`src/rtl/exp_compare_swap.sv`:
```
// Exponent compare-and-swap front end for an IEEE-754 single-precision adder.
// Optional special-case flags are built only when ESC_SPECIAL_EN is defined.
module exp_compare_swap (
    input  logic        clk,
    input  logic        reset,
    input  logic [31:0] op1,
    input  logic [31:0] op2,
    input  logic        in_valid,
    output logic        in_ready,
    output logic        out_valid,
    input  logic        out_ready,
    output logic [22:0] sig_big,
    output logic [22:0] sig_small,
    output logic [7:0]  exp_big,
    output logic [7:0]  shift,
    output logic        sign_big,
    output logic        sign_small,
    output logic        swapped,
    output logic        is_nan,
    output logic        is_inf,
    output logic        is_zero
);

    localparam int unsigned EXP_W     = 8;
    localparam int unsigned SIG_W     = 23;
    localparam int unsigned MAX_SHIFT = 25;

    // Stage 1 holds the unpacked operands and the magnitude-compare result.
    logic             s1_valid;
    logic             s1_sign1, s1_sign2;
    logic [EXP_W-1:0] s1_exp1, s1_exp2;
    logic [SIG_W-1:0] s1_sig1, s1_sig2;
    logic             s1_op2_big;

    logic             s2_adv, s1_adv, in_fire;
    logic             op2_big_c;
    logic [EXP_W-1:0] exp_small_c, exp_big_c, diff_c, shift_c;

    assign s2_adv   = !out_valid || out_ready;
    assign s1_adv   = !s1_valid || s2_adv;
    assign in_ready = !reset && s1_adv;
    assign in_fire  = in_valid && in_ready;

    // Exponent field 0 compares as 0; subnormals are not normalised.
    always_comb begin
        op2_big_c = 1'b0;
        if (op2[30:23] > op1[30:23])
            op2_big_c = 1'b1;
        else if (op2[30:23] == op1[30:23] && op2[22:0] > op1[22:0])
            op2_big_c = 1'b1;
    end

    always_comb begin
        exp_big_c   = s1_op2_big ? s1_exp2 : s1_exp1;
        exp_small_c = s1_op2_big ? s1_exp1 : s1_exp2;
        diff_c      = exp_big_c - exp_small_c;
        shift_c     = (diff_c > EXP_W'(MAX_SHIFT)) ? EXP_W'(MAX_SHIFT) : diff_c;
    end

    always_ff @(posedge clk) begin
        if (reset) begin
            s1_valid   <= 1'b0;
            s1_sign1   <= 1'b0;
            s1_sign2   <= 1'b0;
            s1_exp1    <= '0;
            s1_exp2    <= '0;
            s1_sig1    <= '0;
            s1_sig2    <= '0;
            s1_op2_big <= 1'b0;
        end else if (s1_adv) begin
            s1_valid <= in_fire;
            if (in_fire) begin
                s1_sign1   <= op1[31];
                s1_sign2   <= op2[31];
                s1_exp1    <= op1[30:23];
                s1_exp2    <= op2[30:23];
                s1_sig1    <= op1[22:0];
                s1_sig2    <= op2[22:0];
                s1_op2_big <= op2_big_c;
            end
        end
    end

    // Stage 2 presents the ordered operands and the clamped alignment shift.
    always_ff @(posedge clk) begin
        if (reset) begin
            out_valid  <= 1'b0;
            sig_big    <= '0;
            sig_small  <= '0;
            exp_big    <= '0;
            shift      <= '0;
            sign_big   <= 1'b0;
            sign_small <= 1'b0;
            swapped    <= 1'b0;
        end else if (s2_adv) begin
            out_valid <= s1_valid;
            if (s1_valid) begin
                sig_big    <= s1_op2_big ? s1_sig2 : s1_sig1;
                sig_small  <= s1_op2_big ? s1_sig1 : s1_sig2;
                exp_big    <= exp_big_c;
                shift      <= shift_c;
                sign_big   <= s1_op2_big ? s1_sign2 : s1_sign1;
                sign_small <= s1_op2_big ? s1_sign1 : s1_sign2;
                swapped    <= s1_op2_big;
            end
        end
    end

`ifdef ESC_SPECIAL_EN
    logic s1_nan, s1_inf, s1_zero;
    logic nan_c, inf_c, zero_c;

    always_comb begin
        nan_c  = (op1[30:23] == 8'hFF && op1[22:0] != '0) ||
                 (op2[30:23] == 8'hFF && op2[22:0] != '0);
        inf_c  = !nan_c && ((op1[30:23] == 8'hFF) || (op2[30:23] == 8'hFF));
        zero_c = (op1[30:0] == '0) && (op2[30:0] == '0);
    end

    always_ff @(posedge clk) begin
        if (reset) begin
            s1_nan  <= 1'b0;
            s1_inf  <= 1'b0;
            s1_zero <= 1'b0;
            is_nan  <= 1'b0;
            is_inf  <= 1'b0;
            is_zero <= 1'b0;
        end else begin
            if (s1_adv && in_fire) begin
                s1_nan  <= nan_c;
                s1_inf  <= inf_c;
                s1_zero <= zero_c;
            end
            if (s2_adv && s1_valid) begin
                is_nan  <= s1_nan;
                is_inf  <= s1_inf;
                is_zero <= s1_zero;
            end
        end
    end
`else
    assign is_nan  = 1'b0;
    assign is_inf  = 1'b0;
    assign is_zero = 1'b0;
`endif

endmodule

```
`config.mk`:
```
export PLATFORM = sky130hd
export DESIGN_NAME = exp_compare_swap
export DESIGN_NICKNAME = d
export VERILOG_FILES = /design/src/rtl/exp_compare_swap.sv
export SDC_FILE = /design/constraint.sdc
export NUM_CORES = 1
export LEC_CHECK = 0
export ABC_AREA = 1
export CAP_MARGIN = 10
export CELL_PAD_IN_SITES_DETAIL_PLACEMENT = 0
export CELL_PAD_IN_SITES_GLOBAL_PLACEMENT = 2
export CORE_ASPECT_RATIO = 0.9
export CORE_UTILIZATION = 25
export CTS_BUF_LIST = sky130_fd_sc_hd__clkbuf_16
export DETAILED_ROUTE_END_ITERATION = 16
export PLACE_DENSITY = 0.78
export REMOVE_ABC_BUFFERS = 1
export SYNTH_ARGS = -nofsm -noshare
export SYNTH_HDL_FRONTEND = slang
export SYNTH_SLANG_ARGS = --single-unit
export TNS_END_PERCENT = 1
```
`constraint.sdc`:
```
create_clock -name clk -period 2.5 [get_ports clk]
set_input_delay 0.75 -clock clk [delete_from_list [all_inputs] [get_ports clk]]
set_output_delay 0.75 -clock clk [all_outputs]
set_load 0.01 [all_outputs]
```
# Yosys cells after proc, flatten, opt, wreduce, memory -nomap -nowiden
# Cells that the tools add are included.
word_totals:
  ff_bits: 132
  input_bits: 68
  out_inout_bits: 70
  word_cells: 40
classes:
  addsub: 1
  order_cmp: 3
  eq_ne: 1
  mux: 9
  reduce_logical: 10
op_table:
  columns: ["operator", "count"]
  rows:
  - ["2-to-1 mux 23 bit", 2]
  - ["2-to-1 mux 8 bit", 3]
  - ["> comparator 23 bit", 1]
  - ["equality test 8 bit", 1]
  - ["> comparator 8 x 5 -> 1 bit, second input constant", 1]
  - ["> comparator 8 bit", 1]
  - ["subtractor 8 bit", 1]
  - ["2-to-1 mux 1 bit", 4]
  - ["AND reduction 2 bit", 2]
  - ["logical AND 1 bit", 3]
  - ["zero test 1 bit", 3]
  - ["logical OR 1 bit", 2]

# Depth between registers and ports, before layout
# Gate-level depths: netlist of run 1.
depth:
  depth_word: 6
  mapped_depth: 17
  depth_no_buf: 16

# Least setup slack after synthesis of run 1
# No wires, ideal clock.
synth_path:
  path_type: "register to register"
  from: "register s1_op2_big"
  to: "register shift[0]"
  setup_ps: 113
  arrival_time_ps: 2227
  t_required_ps: 2387
  setup_slack_ps: 160
  stages_incl_launch_ff: 18
  path_buffers: 2
  period_less_slack_ps: 2340
  cell_sequence: "dfxtp_1 buf_2 buf_1 nand2_1 o21ai_0 ha_1 inv_2 fa_1 inv_1 nand2_1 nand2_1 nand2_1 nand3_1 nor2_2 nor2_4 nand3_2 o21ai_1 inv_1"
synth_via:
  elab_chain_len: 4
  elab_cells_between_ends: 5
  classes_between: "add/sub (1); order compare (1); mux (3)"
synth_lines:
  columns: ["item", "line", "text"]
  rows:
  - ["start, declared", "33", "logic s1_op2_big;"]
  - ["start signal, assigned", "79", "s1_op2_big <= op2_big_c;"]
  - ["2-to-1 mux 8 bit, on equally long branches", "54, 55", null]
  - ["subtractor 8 bit *", "56", "diff_c = exp_big_c - exp_small_c;"]
  - ["> comparator 8 x 5 -> 1 bit", "57", "shift_c = (diff_c > EXP_W'(MAX_SHIFT)) ? EXP_W'(MAX_SHIFT) : diff_c;"]
  - ["2-to-1 mux 8 bit *", "57", null]
  - ["end signal, assigned", "101", "shift <= shift_c;"]
  - ["end, declared", "15", "output logic [7:0] shift,"]
# Mark *: on every way between the ends. The rest lies on a longest branch, timed or not.
# A chain may end at the register's enable or synchronous reset.

# Worst setup path after layout of run 1
layout_path:
  from: "input out_ready"
  to: "output in_ready"
layout_via:
  elab_chain_len: 3
layout_lines:
  columns: ["item", "line", "text"]
  rows:
  - ["start, declared", "11", "input logic out_ready,"]
  - ["logical OR 1 bit", "39", "assign s2_adv = !out_valid || out_ready;"]
  - ["logical OR 1 bit", "40", "assign s1_adv = !s1_valid || s2_adv;"]
  - ["logical AND 1 bit", "41", "assign in_ready = !reset && s1_adv;"]
  - ["end, declared", "9", "output logic in_ready,"]
# No other way between the ends.

==> results of run 1 <==
[cell type report]
class                      instances  area share, %
inverter                          73           3.23
tap                              336           4.89
clock inverter                    15           2.08
clock buffer                      17           4.94
sequential                       132           30.8
multi-input combinational        595           35.5
timing repair buffer             161           18.6
[cells by family (layout without fill, tap and decap cells)]
| kind of cell | Yosys count | after routing |
|---|---|---|
| flops | 132 | 132 |
| fa+ha+maj | 39 | 39 |
| simple gates | 332 | 332 |
| xor+xnor | 1 | 1 |
| buf+inv | 129 | 266 |
| other cells | 1 | 3 |
| compound gates | 220 | 220 |
[flip-flops by register name, summed over array words and instances (netlist names), 8 cells and up]
| register | count |
|---|---|
| sig_small | 23 |
| sig_big | 23 |
| shift | 8 |
| s1_exp2 | 8 |
| s1_sig2 | 23 |
| s1_exp1 | 8 |
| exp_big | 8 |
| s1_sig1 | 23 |
[per-layer routing]
| metal | vias up | global-route usage (%) | part of all wire, % |
|---|---|---|---|
| met3 | 8 | 4.73 | 5.1 |
| li1 | 3092 | - | - |
| met2 | 119 | 22.7 | 44 |
| met5 | - | 0 | 0.072 |
| met1 | 2582 | 19.5 | 51 |
| met4 | 2 | 3.55 | 0.62 |
[repair_timing]
item | in CTS | in global routing
pin swaps | 2 | 0
setup endpoints to repair | 1 | 3
gates resized for setup | 5 | 2
setup buffers | 1 | 0
[report_power, final]
part	internal (mW)	switching [mW]	total, mW
Clock	1.58	1.04	2.61
Sequential	2.25	0.101	2.35
Combinational	0.503	0.631	1.13
Total	4.33	1.77	6.10
[worst min path at each step]
stage / startpoint / endpoint / slack [ns] / cells past startpoint
floorplan: s1_valid / out_valid / 0.44 / 2
global placement: shift[5] / shift[5] / 0.43 / 2
detailed placement: shift[5] / shift[5] / 0.43 / 2
CTS: shift[5] / shift[5] / 0.44 / 2
global route: shift[5] / shift[5] / 0.47 / 2
finish: shift[5] / shift[5] / 0.44 / 2
[through the flow]
step	TNS [ns]	worst slack, ns	util, %
after floorplan	-59.48	-0.836	-
after global placement	-2.39	-0.323	32.8
after detailed placement	-1.65	-0.310	32.8
after CTS	0	0.0842	35.3
after global routing	0	0.0222	35.3
final	0	0.0989	35.3
[Yosys cell counts]
library cell,number
inv_1,64
fa_1,1
buf_2,24
a21o_1,1
conb_1,1
a21oi_1,30
nand2_2,4
xor2_1,1
clkinv_1,1
buf_1,1
a31oi_1,49
a21boi_1,1
o21a_1,2
nor2_4,2
clkbuf_2,1
nor2_1,23
nand3_2,2
o21ai_1,64
buf_4,9
dfxtp_1,132
inv_2,7
o21ai_0,72
nand3b_1,1
ha_1,38
clkbuf_1,18
nand2_1,248
nand4_1,8
nand3_1,43
buf_6,3
inv_4,1
a211oi_1,1
nor2_2,1
[worst max-delay path, delay by kind of cell]
family | cells | cell delay (ns)
and+or+nand+nor | 3 | 0.25
buffers and inverters | 5 | 0.65
==> results_dict.tcl, run 1 <==
set metrics [dict create \
    status "complete, no violations" \
    via_per_inst 4.37 \
    die_h_um 152 \
    crit_arrival_ns 1.65 \
    power_mw 6.10 \
    crit_start "out_ready" \
    cp_slowest_cell "clkdlybuf4s50_1" \
    r2r_setup_slack_ns 0.32 \
    h-tree-depth 4 \
    worst_hold_slack_ns 0.438 \
    final_cell_mix "nand2_1 (248), clkdlybuf4s50_1 (132), dfxtp_1 (131)" \
    synth.largest_area_cell "dfxtp_1" \
    dieArea_sq_um 25700 \
    ys_warn_count 0 \
    reg2reg_from "s1_op2_big" \
    wl_mm 18.0 \
    critPathMaxFanout 2 \
    leakage_nw 3.47 \
    grt_pass1_wl_mm 29.4 \
    first_global_vias 5555 \
    worstPathCellList "clkdlybuf4s50_1 -> inv_1 -> nand2_1 -> nor2_1 -> inv_2 -> nand2_2 -> inv_1 -> buf_2" \
    final_layout_size_suffix_gt1_share_pct 7.65 \
    required_ns 1.75 \
    ios 138 \
    synth.area.top_cells "dfxtp_1 (42%), nand2_1 (15%), ha_1 (7.6%)" \
    place_congestion 0.764 \
    routed-via-count 5803 \
    clk_path_buf_depth 2 \
    synthMuxAreaShare_pct 0 \
    layout_commonest_cell "nand2_1" \
    fmax_mhz 416 \
    relSlewSlack_pct 53.0 \
    yosysTopAreaCellShare_pct 42.2 \
    path_common_cell "inv_1" \
    cts_hold_buf 0 \
    r2r_cells 13 \
    regArea_sq_um 2650 \
    max_stage_delay_ns 0.39 \
    fin_nets 1087 \
    hp-class "reg2reg" \
    timing.final.crit_share_pct 96.0 \
    drt-pass1-iter-count 5 \
    power_density_nw_per_um2 709 \
    cts-root-buf "clkbuf_16" \
    placed_area_sq_um 8000 \
    dp.final_hpwl_mm 12.7 \
    r2r-end "shift[0]" \
    drv_slew 0 \
    antenna_left 0 \
    drcViolationCount 0 \
    crit_type "in2out" \
    numCtsBuffers 17 \
    cts.clk_slew.worst_paths_ns 0.06 \
    grt_usage_pct 14.6 \
    end_kind "primary output" \
    final_area_sq_um 8600 \
    ir_drop_mv 0.389 \
    grt_overflow 0 \
    nFillCells 2609 \
    finalNonFillerCells 1329 \
    synthAdderAreaFrac_pct 7.91 \
    syn_area_sq_um 6260 \
    core.rowCount 54 \
    syn_avg_cell_area_sq_um 7.33 \
    die_width_um 169 \
    syn_inst 854 \
    synth-xor-area-share_pct 0.140 \
    max-cap-violations 0 \
    hold_viol_final 0 \
    yosysUniqueCellTypes 32 \
    dp_cells 1296 \
    syn_to_final_growth_pct 37.4 \
    multi_input_area_sq_um 3050 \
    synth_compound_area_share_pct 18.8 \
    antenna_cells 0 \
    worst_pin_slew_ns 0.706 \
    worstSetupStartpointType "input pin" \
    clock-sinks 132 \
    setup_violations 0 \
    worstSkewPairLatency_ns 0.42 \
    initial_core_util_pct 25.7 \
    yosys.area_share.simple_pct 21.8 \
    synth-seq-cells 132 \
    tritoncts "built" \
    yosysSeqAreaShare_pct 42.2 \
    grt_max_degree 71 \
    synth_top_family_by_area "simple AND/OR/NAND/NOR gates" \
    core_area_sq_um 24400 \
    antenna_found_initial 1 \
    fin_worst_skew_ns 0.0118 \
    io_buffer_count 134 \
    drt_iter0_drc 243 \
    wl_per_cell_um 13.6 \
    crit_end "in_ready" \
    period_minus_slack_ns 2.40 \
    rsz0062_at_grt "false" \
]
Note: power is estimated with default switching activity, not from simulation.
==> run 2: changes to the inputs <==
- CORE_UTILIZATION: 25 -> 30
- PLACE_DENSITY: 0.78 -> 0.87
- clock period: 2.5 -> 3.08 ns (I/O delays scaled with it)
==> run 2 against run 1 <==
Effect of this change:
- final cell count down 7.0%
- worst setup slack better by 0.086 ns
- register-to-register slack improved by 0.38 ns
- critical endpoint unchanged
- power is 19% lower
- cell area is 2.2% lower
- combinational power shrank 21%
==> results_dict.tcl, run 2 (synthesis gave the netlist of run 1 again) <==
set metrics [dict create \
    status "complete, no violations" \
    clock-sinks 132 \
    worstSetupStartpointType "input pin" \
    antenna_cells 0 \
    nFillCells 2135 \
    critPathMaxFanout 2 \
    cts_hold_buf 0 \
    dp_cells 1204 \
    core_area_sq_um 20200 \
    crit_arrival_ns 1.97 \
    io_buffer_count 134 \
    worstPathCellList "clkdlybuf4s50_1 -> inv_1 -> nand2_1 -> nor2_1 -> inv_2 -> nand2_2 -> inv_1 -> dlygate4sd2_1" \
    initial_core_util_pct 31.0 \
    period_minus_slack_ns 2.90 \
    crit_start "out_ready" \
    max-cap-violations 0 \
    wl_per_cell_um 13.7 \
    fin_nets 1075 \
    first_global_vias 5390 \
    pre_cts_slack_ns -0.0578 \
    clk_path_buf_depth 2 \
    placed_area_sq_um 7800 \
    setup_violations 0 \
    path_common_cell "inv_1" \
    grt_pass1_wl_mm 28.0 \
    leakage_nw 3.42 \
    wl_mm 16.9 \
    timing.final.ws_setup_ns 0.185 \
    numCtsBuffers 17 \
    ir_drop_mv 0.303 \
    tritoncts "built" \
    final_util_pct 41.6 \
    cp_slowest_cell "clkdlybuf4s50_1" \
    hp-class "reg2reg" \
    worst_pin_slew_ns 0.724 \
    place_congestion 0.750 \
    required_ns 2.16 \
    timing.final.crit_share_pct 94.0 \
    final_cell_mix "nand2_1 (248), clkdlybuf4s50_1 (133), dfxtp_1 (131)" \
    cts-root-buf "clkbuf_16" \
    ios 138 \
    fmax_mhz 345 \
    reg2reg_from "s1_op2_big" \
    power_mw 4.94 \
    end_kind "primary output" \
    layout_commonest_cell "nand2_1" \
    drv_slew 0 \
    crit_type "in2out" \
    antenna_left 0 \
    drcViolationCount 0 \
    tns_ns 0 \
    die_h_um 139 \
    relSlewSlack_pct 51.8 \
    final_area_sq_um 8410 \
    antenna_found_initial 0 \
    grt_max_degree 70 \
    postCtsResizedCells 1 \
    hold_start "shift[6]" \
    drt_iter0_drc 283 \
    core.rowCount 49 \
    hold_viol_final 0 \
    via_per_inst 4.67 \
    rsz0062_at_grt "false" \
    grt_usage_pct 16.5 \
    die_width_um 154 \
    worstSkewPairLatency_ns 0.42 \
    fin_worst_skew_ns 0.00702 \
    max_stage_delay_ns 0.40 \
    cts.clk_slew.worst_paths_ns 0.06 \
    worst_hold_slack_ns 0.436 \
    power_density_nw_per_um2 588 \
    drt-pass1-iter-count 4 \
    final_layout_size_suffix_gt1_share_pct 6.42 \
    postCtsSetupBuffers 0 \
    routed-via-count 5772 \
    h-tree-depth 4 \
    finalNonFillerCells 1236 \
    syn_to_final_growth_pct 34.3 \
    dieArea_sq_um 21500 \
    dp.final_hpwl_mm 11.5 \
    grt_overflow 0 \
]
## run 2: cell count changes in the layout (fill, tap and decap cells not counted), sizes merged
| cell | delta |
|---|---|
| buf | -13 |
| bufinv | +1 |
| clkdlybuf4s50 | +1 |
| clkinv | +1 |
| clkinvlp | -1 |
| inv | -1 |
## run 2: layout make-up
type	count	area, sq um	area share (%)
Multi-Input combinational cell	595	3050	36.3
Sequential cell	132	2640	31.4
Timing Repair Buffer	149	1500	17.9
Clock buffer	17	425	5.06
Tap cell	255	319	3.79
Inverter	73	278	3.30
Clock inverter	15	188	2.23
## run 2: worst max-delay path, delay by kind of cell
| family | cells | cell delay, ns |
|---|---|---|
| buffers and inverters | 5 | 0.80 |
| and+or+nand+nor | 3 | 0.24 |
## run 2: final timing paths
path	depth (start not counted)	slack [ns]	endpoint
max	8	0.18	in_ready
min reg2reg	2	0.44	shift[6]
max reg2reg	15	0.70	shift[3]
min	2	0.44	shift[6]
## run 2: report_power, final
group          internal [mW]  switching, mW
sequential              1.83         0.0841
combinational          0.395          0.497
clock                   1.35          0.793
total                   3.57           1.37
## run 2: metal layers
layer	GRT usage, %	part of all wire [%]	vias up
met2	25.6	44	111
met1	22.4	51	2577
met3	4.63	4.7	11
met5	0	0	-
met4	4.22	0.75	0
li1	-	-	3073
